## src/rtl/dp_test_axi_regs.sv

```systemverilog
`default_nettype none
// ============================================================================
//  Module   : dp_test_axi_regs
//  Purpose  : AXI4-Lite register bank holding the DP test-pattern timing and
//             colour configuration words, plus a read-only video status word.
//             Optional macro DP_TEST_AXI_REGS_WSTRB_EN enables byte-lane writes.
//  Revision : 1.0  initial release
// ============================================================================
module dp_test_axi_regs #(
    parameter int          C_ADDR_W   = 16,
    parameter int          C_NUM_REGS = 19,
    parameter logic [31:0] C_CTRL_RST = 32'h1
) (
    input  logic                       ACLK,
    input  logic                       ARESETN,
    input  logic [C_ADDR_W-1:0]        S_AXI_AWADDR,
    input  logic [3:0]                 S_AXI_AWCACHE,
    input  logic [2:0]                 S_AXI_AWPROT,
    input  logic                       S_AXI_AWVALID,
    output logic                       S_AXI_AWREADY,
    input  logic [31:0]                S_AXI_WDATA,
    input  logic [3:0]                 S_AXI_WSTRB,
    input  logic                       S_AXI_WVALID,
    output logic                       S_AXI_WREADY,
    output logic                       S_AXI_BVALID,
    input  logic                       S_AXI_BREADY,
    output logic [1:0]                 S_AXI_BRESP,
    input  logic [C_ADDR_W-1:0]        S_AXI_ARADDR,
    input  logic [3:0]                 S_AXI_ARCACHE,
    input  logic [2:0]                 S_AXI_ARPROT,
    input  logic                       S_AXI_ARVALID,
    output logic                       S_AXI_ARREADY,
    output logic [31:0]                S_AXI_RDATA,
    output logic [1:0]                 S_AXI_RRESP,
    output logic                       S_AXI_RVALID,
    input  logic                       S_AXI_RREADY,
    input  logic [31:0]                STATUS,
    output logic [C_NUM_REGS*32-1:0]   CFG,
    output logic                       SOFT_RST
);

    localparam logic [1:0] W_IDLE      = 2'd0;
    localparam logic [1:0] W_DATA      = 2'd1;
    localparam logic [1:0] W_ADDR      = 2'd2;
    localparam logic [1:0] W_RESP      = 2'd3;
    localparam logic [0:0] R_IDLE      = 1'b0;
    localparam logic [0:0] R_DATA      = 1'b1;
    localparam logic [1:0] RESP_OKAY   = 2'b00;
    localparam logic [1:0] RESP_SLVERR = 2'b10;

    logic [1:0]          wr_state, wr_state_nxt;
    logic [0:0]          rd_state, rd_state_nxt;
    logic                rst_done;
    logic                aw_hs, w_hs, ar_hs, wr_commit;
    logic [C_ADDR_W-1:0] awaddr_q, wr_addr;
    logic [31:0]         wdata_q, wr_data, wr_mask;
    logic [3:0]          wstrb_q, wr_strb;
    logic [4:0]          wr_idx, rd_idx;
    logic                wr_ok;
    logic [31:0]         rd_word;
    logic [1:0]          rd_resp;

    // Readies stay low while reset is asserted and for the first edge after it.
    always_ff @(posedge ACLK or negedge ARESETN) begin
        if (!ARESETN) rst_done <= 1'b0;
        else          rst_done <= 1'b1;
    end

    assign aw_hs = S_AXI_AWVALID && S_AXI_AWREADY;
    assign w_hs  = S_AXI_WVALID  && S_AXI_WREADY;
    assign ar_hs = S_AXI_ARVALID && S_AXI_ARREADY;

    always_ff @(posedge ACLK or negedge ARESETN) begin
        if (!ARESETN) wr_state <= W_IDLE;
        else          wr_state <= wr_state_nxt;
    end

    always_comb begin
        wr_state_nxt = wr_state;
        wr_commit    = 1'b0;
        case (wr_state)
            W_IDLE: begin
                if (aw_hs && w_hs) begin
                    wr_state_nxt = W_RESP;
                    wr_commit    = 1'b1;
                end else if (aw_hs) begin
                    wr_state_nxt = W_DATA;
                end else if (w_hs) begin
                    wr_state_nxt = W_ADDR;
                end
            end
            W_DATA: if (w_hs) begin
                wr_state_nxt = W_RESP;
                wr_commit    = 1'b1;
            end
            W_ADDR: if (aw_hs) begin
                wr_state_nxt = W_RESP;
                wr_commit    = 1'b1;
            end
            W_RESP: if (S_AXI_BREADY) wr_state_nxt = W_IDLE;
            default: wr_state_nxt = W_IDLE;
        endcase
    end

    always_comb begin
        S_AXI_AWREADY = 1'b0;
        S_AXI_WREADY  = 1'b0;
        S_AXI_BVALID  = 1'b0;
        case (wr_state)
            W_IDLE: begin
                S_AXI_AWREADY = rst_done;
                S_AXI_WREADY  = rst_done;
            end
            W_DATA:  S_AXI_WREADY  = 1'b1;
            W_ADDR:  S_AXI_AWREADY = 1'b1;
            W_RESP:  S_AXI_BVALID  = 1'b1;
            default: ;
        endcase
    end

    // Whichever channel arrived first is taken from its holding register.
    assign wr_addr = (wr_state == W_DATA) ? awaddr_q : S_AXI_AWADDR;
    assign wr_data = (wr_state == W_ADDR) ? wdata_q  : S_AXI_WDATA;
    assign wr_strb = (wr_state == W_ADDR) ? wstrb_q  : S_AXI_WSTRB;
    assign wr_idx  = wr_addr[6:2];
    assign wr_ok   = (wr_addr[C_ADDR_W-1:7] == '0) && (32'(wr_idx) < C_NUM_REGS);

`ifdef DP_TEST_AXI_REGS_WSTRB_EN
    assign wr_mask = {{8{wr_strb[3]}}, {8{wr_strb[2]}}, {8{wr_strb[1]}}, {8{wr_strb[0]}}};
`else
    logic unused_strb;
    assign wr_mask     = '1;
    assign unused_strb = &{1'b0, wr_strb};
`endif

    always_ff @(posedge ACLK or negedge ARESETN) begin
        if (!ARESETN) begin
            awaddr_q    <= '0;
            wdata_q     <= '0;
            wstrb_q     <= '0;
            S_AXI_BRESP <= RESP_OKAY;
        end else begin
            if (wr_state == W_IDLE && aw_hs && !w_hs) awaddr_q <= S_AXI_AWADDR;
            if (wr_state == W_IDLE && w_hs && !aw_hs) begin
                wdata_q <= S_AXI_WDATA;
                wstrb_q <= S_AXI_WSTRB;
            end
            if (wr_commit) S_AXI_BRESP <= wr_ok ? RESP_OKAY : RESP_SLVERR;
        end
    end

    for (genvar i = 0; i < C_NUM_REGS; i++) begin : g_cfg
        localparam logic [31:0] RST_VAL = (i == 0) ? C_CTRL_RST : 32'h0;
        logic [31:0] word_q;
        always_ff @(posedge ACLK or negedge ARESETN) begin
            if (!ARESETN)
                word_q <= RST_VAL;
            else if (wr_commit && wr_ok && (wr_idx == 5'(i)))
                word_q <= (word_q & ~wr_mask) | (wr_data & wr_mask);
        end
        assign CFG[i*32 +: 32] = word_q;
    end

    assign SOFT_RST = CFG[0];

    assign rd_idx = S_AXI_ARADDR[6:2];

    always_comb begin
        rd_word = 32'h0;
        rd_resp = RESP_SLVERR;
        if (S_AXI_ARADDR[C_ADDR_W-1:7] == '0) begin
            for (int i = 0; i < C_NUM_REGS; i++) begin
                if (rd_idx == 5'(i)) begin
                    rd_word = CFG[i*32 +: 32];
                    rd_resp = RESP_OKAY;
                end
            end
            if (32'(rd_idx) == C_NUM_REGS) begin
                rd_word = STATUS;
                rd_resp = RESP_OKAY;
            end
        end
    end

    always_ff @(posedge ACLK or negedge ARESETN) begin
        if (!ARESETN) rd_state <= R_IDLE;
        else          rd_state <= rd_state_nxt;
    end

    always_comb begin
        rd_state_nxt = rd_state;
        case (rd_state)
            R_IDLE:  if (ar_hs) rd_state_nxt = R_DATA;
            R_DATA:  if (S_AXI_RREADY) rd_state_nxt = R_IDLE;
            default: rd_state_nxt = R_IDLE;
        endcase
    end

    always_comb begin
        S_AXI_ARREADY = (rd_state == R_IDLE) && rst_done;
        S_AXI_RVALID  = (rd_state == R_DATA);
    end

    always_ff @(posedge ACLK or negedge ARESETN) begin
        if (!ARESETN) begin
            S_AXI_RDATA <= 32'h0;
            S_AXI_RRESP <= RESP_OKAY;
        end else if (ar_hs) begin
            S_AXI_RDATA <= rd_word;
            S_AXI_RRESP <= rd_resp;
        end
    end

    logic unused_ok;
    assign unused_ok = &{1'b0, S_AXI_AWCACHE, S_AXI_AWPROT, S_AXI_ARCACHE,
                         S_AXI_ARPROT, wr_addr[1:0], S_AXI_ARADDR[1:0]};

endmodule
`default_nettype wire
```

## config.mk

```make
export PLATFORM = sky130hd
export DESIGN_NAME = dp_test_axi_regs
export DESIGN_NICKNAME = d
export VERILOG_FILES = /design/src/rtl/dp_test_axi_regs.sv
export SDC_FILE = /design/constraint.sdc
export NUM_CORES = 1
export LEC_CHECK = 0
export CAP_MARGIN = 20
export CORE_AREA = 2 2 303 305
export DETAILED_ROUTE_END_ITERATION = 10
export DIE_AREA = 0 0 305 307
export SYNTH_ARGS = -nofsm -noshare
export SYNTH_HDL_FRONTEND = slang
export SYNTH_SLANG_ARGS = --single-unit
```

## constraint.sdc

```tcl
create_clock -name ACLK -period 4.67 [get_ports ACLK]
set_input_delay 0.934 -clock ACLK [delete_from_list [all_inputs] [get_ports ACLK]]
set_output_delay 0.934 -clock ACLK [all_outputs]
set_load 0.005 [all_outputs]
```

==> results of run 1 <==
## Yosys cell counts (14+ instances only)
master      n
a32oi_1    14
o21ai_0   426
a211oi_1   24
a31oi_1    19
o21ai_1   325
a21oi_1   166
a22oi_1    43
clkbuf_1  140
dfrtp_1   691
nor2_1    112
nand2b_1   22
nand3_1    21
nor3_1     30
inv_1      18
a221oi_1   30
buf_2     127
mux2_2     68
o221ai_1   30
o22ai_1    29
nand2_1   688
mux2i_1    71
## cell families (layout without fill, tap and decap cells)
logic type                 Yosys count  after routing  synth area share
AOI/OAI and AO/OA                 1233           1233             0.225
adders and majority gates            4              4           0.00157
buffers and inverters              301           1113            0.0419
DFF                                692            692             0.545
muxes                              142            142            0.0486
other                                2              4          0.000236
and+or+nand+nor                    980            980             0.137
## layout make-up
class                   count  area, sq um
multi-input cells        2362        13300
repair buffers            950         9210
diodes                      1         2.50
fillers                  8569        46500
clock buffers             115         2390
flip-flops and latches    692        17300
clock inverters            29          388
inverters                  19         71.3
well taps                1186         1480
## worst paths after layout
kind | slack, ns | endpoint | start | cells past startpoint
min in group ACLK | 0.50 | S_AXI_RDATA[28] | S_AXI_RDATA[28] | 2
worst min-delay path | 0.32 | g_cfg[14].word_q[10] | ARESETN | 1
max in group asynchronous | 3.15 | g_cfg[8].word_q[18] | ARESETN | 3
worst min register to register | 0.50 | S_AXI_RDATA[28] | S_AXI_RDATA[28] | 2
worst max-delay path | 1.18 | S_AXI_WREADY | wr_state[1] | 5
worst max register to register | 1.26 | g_cfg[7].word_q[2] | wr_state[1] | 11
## sequential cells by signal, indices dropped and copies added, names as in the netlist
| signal | cells |
|---|---|
| g_cfg.word_q | 608 |
| S_AXI_RDATA | 32 |
| wdata_q | 32 |
| awaddr_q | 14 |
| wr_state | 2 |
| S_AXI_BRESP | 1 |
| S_AXI_RRESP | 1 |
| S_AXI_RVALID | 1 |
| rst_done | 1 |
## critical path: cells and delay by family (launching register included)
family	cells	cell delay, ns
buf+inv	3	0.81
flops	1	0.40
fa+ha+maj	1	0.52
simple gates	1	0.17
## metrics by stage
stage,power (mW),std cells,area (sq um)
floorplan,8.27,3355,31800
global placement,10.3,5209,41400
detailed placement,10.4,5209,41400
CTS,17.0,5353,44200
global route,17.6,5354,44200
finish,17.1,5354,44200
## routing by layer
| metal | global-route usage | vias up | routed length (um) |
|---|---|---|---|
| li1 | - | 13500 | - |
| met1 | 0.486 | 15300 | 70800 |
| met2 | 0.542 | 1712 | 75400 |
| met3 | 0.0814 | 311 | 15700 |
| met4 | 0.136 | 4 | 7310 |
| met5 | 0 | - | 22 |
## power groups by stage
stage,registers [mW],clock network (mW),logic [mW]
finish,6.74,6.69,3.62
global route,6.79,6.99,3.78
CTS,6.74,6.75,3.56
detailed placement,6.84,0,3.55
global placement,6.82,0,3.52
floorplan,6.75,0,1.51
==> impl_metrics.yaml, run 1 <==
logic_synthesis:
  yosysTopAreaCellShare: 0.544
  ys_seq_elements: 692
  yosys.cell_types.count: 88
  yosys_most_used_dff: "dfrtp_1"
  synth.area.top_cells: "dfrtp_1, nand2_1, o21ai_0, o21ai_1, a21oi_1"
  synth_seq_area_share: 0.545
  synth_top_area_cell: "dfrtp_1"
  syn_avg_cell_area_sq_um: 9.48
  synth_area_sq_um: 31800
  synthArstFlopShare: 1.00
  synth_edf_count: 0
  yosys_warnings: 0
  netlist_instances: 3354
timing:
  hold_viol_final: 0
  fmax_mhz: 287
  final.min_clock_period_ns: 3.49
  finalCritPeriodShare: 0.747
  worst_slack_ns: 1.18
  setup_violations: 0
  hold_slack_ns: 0.322
  rsz0062_at_grt: "no"
  fin_tns_setup_ns: 0
  max_slew_margin: 0.277
  slew_violations: 0
  fin_worst_skew_ns: 0.0230
  tightest_slew_ns: 1.06
floorplanning:
  ios: 771
  fp.dieW_um: 305
  core.rowCount: 111
  initial_core_util: 0.350
  dieHeight_um: 307
  coreArea_sq_um: 90700
  die_area_sq_um: 93600
worst_setup_path:
  arrival_ns: 2.55
  required_ns: 3.74
  crit_path_end_kind: "primary output"
  crit_chain: "inv_1 > ha_1 > inv_2 > nand2_1 > clkdlybuf4s50_1"
  worstPathMaxFanout: 15
  crit_type: "reg2out"
  max_stage_delay_ns: 0.52
  cp_slowest_cell: "ha_1"
  critPathLaunchType: "flop"
cells_and_area:
  final_core_util: 0.487
  drive_above_1_share: 0.115
  fin_nets: 4231
  mostFrequentLayoutCells: "clkdlybuf4s50_1, dfrtp_1, nand2_1, o21ai_0, o21ai_1"
  syn_to_final_growth_pct: 39.1
  layout_commonest_cell: "clkdlybuf4s50_1"
clock_network:
  cts_buffers: 81
  post_cts_resized: 0
  cts_root_buf: "clkbuf_16"
  post_cts_buffers: 0
  cts_hold_buf: 0
  cts_tree: "yes"
  clk_pin_slew_ns: 0.06
  htree_levels: 3
  clock_path_buffers: 3
  clkSinkCount: 692
  clk_latency_ns: 0.64
routing:
  firstDrtPassIters: 7
  drc: 0
  drtIter0Drc: 3414
  wire_per_inst_um: 31.6
  via_per_inst: 5.77
  drtAntennaViolNets: 0
  vias: 30900
  wl_um: 169000
job:
  maxCapViolCount: 0
status:
  status: "complete, no violations"
worst_hold_path:
  hp-class: "in2async"
power:
  p_per_area_nw_per_um2: 386
  leakage_nw: 18.4
  sw_frac_of_total: 0.322
  internal-power_mw: 11.6
  power.share.combinational: 0.212
  switching_power_mw: 5.49
  seq_power_share: 0.395
  power_frac_clock: 0.392
  ir_drop_uv: 364
grt:
  grt-ovfl-total: 0
  grt_pass1_wl_um: 235000
  grt_max_degree: 108
  grt_usage: 0.354
  antenna_found_initial: 5
  grt_pass1_vias: 28900
placement:
  portBuffers: 746
  pre_cts_ws_ns: 0.833
  finalWeightedCongestion: 0.976
  dpl.hpwl_um: 126000
Power figures use the tool's default switching activity.
==> run 2: changes to the inputs <==
clock period = 3.5 ns   (was 4.67 ns; I/O delays follow)
==> run 2 against run 1 <==
Compared with the run above: power increased by 32%; first-iteration DRC count rose by 0.59%; clock power increased by 28%; setup slack got worse by 0.82 ns; global-route usage increased by 0.20 points; clock skew down 0.0014 ns; register-to-register slack worse by 0.70 ns; final cell count is 1.5% higher; sequential cell count stayed put; critical path type unchanged; largest cell class unchanged.
==> impl_metrics.yaml, run 2 (synthesized netlist as in run 1, its figures left out) <==
status:
  status: "complete, no violations"
floorplanning:
  coreArea_sq_um: 90700
  ios: 771
  die_area_sq_um: 93600
  initial_core_util: 0.350
  dieHeight_um: 307
  core.rowCount: 111
  fp.dieW_um: 305
cells_and_area:
  mostFrequentLayoutCells: "clkdlybuf4s50_1, dfrtp_1, nand2_1, o21ai_0, o21ai_1"
  layout_commonest_cell: "clkdlybuf4s50_1"
  regArea_sq_um: 17300
  largest_reg_flops: 608
  top_register: "g_cfg.word_q"
  stdcell_area_sq_um: 44900
  drive_above_1_share: 0.131
  multiInputGateArea_sq_um: 13300
  top_regs: "g_cfg.word_q x608, S_AXI_RDATA x32, wdata_q x32"
  syn_to_final_growth_pct: 41.4
  fin_nets: 4311
  fill_cells: 8516
worst_setup_path:
  required_ns: 2.80
  critical_path.startpoint: "wr_state[0]"
  crit_path_end_kind: "primary output"
  worstPathMaxFanout: 13
  critPathLaunchType: "flop"
  arrival_ns: 2.43
  crit_type: "reg2out"
  reg2reg_from: "wr_state[1]"
routing:
  drc: 0
  wire_per_inst_um: 31.2
  firstDrtPassIters: 5
  drtIter0Drc: 3434
  vias: 31400
  via_per_inst: 5.78
  drtAntennaViolNets: 0
  wl_um: 170000
grt:
  grt_pass1_wl_um: 237000
  gr-usage-met3: 0.0879
  grt-ovfl-total: 0
  grt_util_met2: 0.543
  groute.layer.met1.usage: 0.478
  grt_pass1_vias: 30000
  grt_max_degree: 76
  grt_busiest_layer: "met2"
  antenna_found_initial: 10
  grt_usage: 0.356
clock_network:
  cts_tree: "yes"
  clk_pin_slew_ns: 0.06
  clkSinkCount: 692
  cts_root_buf: "clkbuf_16"
  htree_levels: 3
  cts_hold_buf: 0
  clock_path_buffers: 3
  cts_buffers: 80
  clk_latency_ns: 0.64
  post_cts_resized: 0
  post_cts_buffers: 0
timing:
  hold_viol_final: 0
  fmax_mhz: 319
  fin_tns_setup_ns: 0
  worst_slack_ns: 0.367
  final.min_clock_period_ns: 3.13
  hold_slack_ns: 0.0502
  finalCritPeriodShare: 0.895
  tightest_slew_ns: 1.05
  fin_worst_skew_ns: 0.0216
  max_slew_margin: 0.291
  slew_violations: 0
  rsz0062_at_grt: "no"
  setup_violations: 0
power:
  leakage_nw: 18.9
  p_per_area_nw_per_um2: 501
  ir_drop_uv: 470
placement:
  dpl.hpwl_um: 128000
  finalWeightedCongestion: 0.928
  postPlaceCellArea_sq_um: 42300
  pre_cts_ws_ns: 0.153
  portBuffers: 746
worst_hold_path:
  hp-class: "in2async"
job:
  maxCapViolCount: 0
[run 2: worst paths after layout]
| path | end | slack [ns] | cells after the start |
|---|---|---|---|
| worst max-delay path | S_AXI_AWREADY | 0.37 | 4 |
| worst min-delay path | g_cfg[14].word_q[15] | 0.05 | 1 |
| worst max register to register | g_cfg[13].word_q[16] | 0.56 | 11 |
| worst min register to register | g_cfg[0].word_q[0] | 0.50 | 2 |
| max in group asynchronous | g_cfg[0].word_q[7] | 2.34 | 2 |
| min in group ACLK | g_cfg[0].word_q[0] | 0.50 | 2 |
[run 2: layer usage]
layer  up-vias  share of wire  wire length, um
met4         4          0.048             8200
met1     15600           0.41            69800
li1      13700              -                -
met3       332          0.095            16100
met2      1782           0.44            75300
met5         -        0.00015               25
[run 2: critical path: stages, from the launching register on]
cell,delay (ns)
dfrtp_1,0.42
inv_1,0.10
ha_2,0.47
nand2b_1,0.26
clkdlybuf4s50_1,0.54
[run 2: report_power, final]
group,internal [mW],switching (mW)
Combinational,1.69,3.21
Clock,4.98,3.60
Sequential,8.55,0.466
Total,15.2,7.28
[run 2: per-stage QoR]
stage / power [mW] / util / std cells
after detailed placement: 14.0 / 0.466 / 5290
after floorplan: 11.0 / - / 3355
after global placement: 13.9 / 0.466 / 5290
final: 22.5 / 0.495 / 5433
after CTS: 22.5 / 0.495 / 5430
after global routing: 23.2 / 0.495 / 5431
[run 2: final cells by class]
cell class                 instances  share of cell area
tap                             1186              0.0330
multi-input combinational       2362               0.296
inverter                          19             0.00159
clock buffer                     116              0.0523
clock inverter                    24             0.00668
sequential                       692               0.385
timing repair buffer            1031               0.225
antenna                            3            0.000167
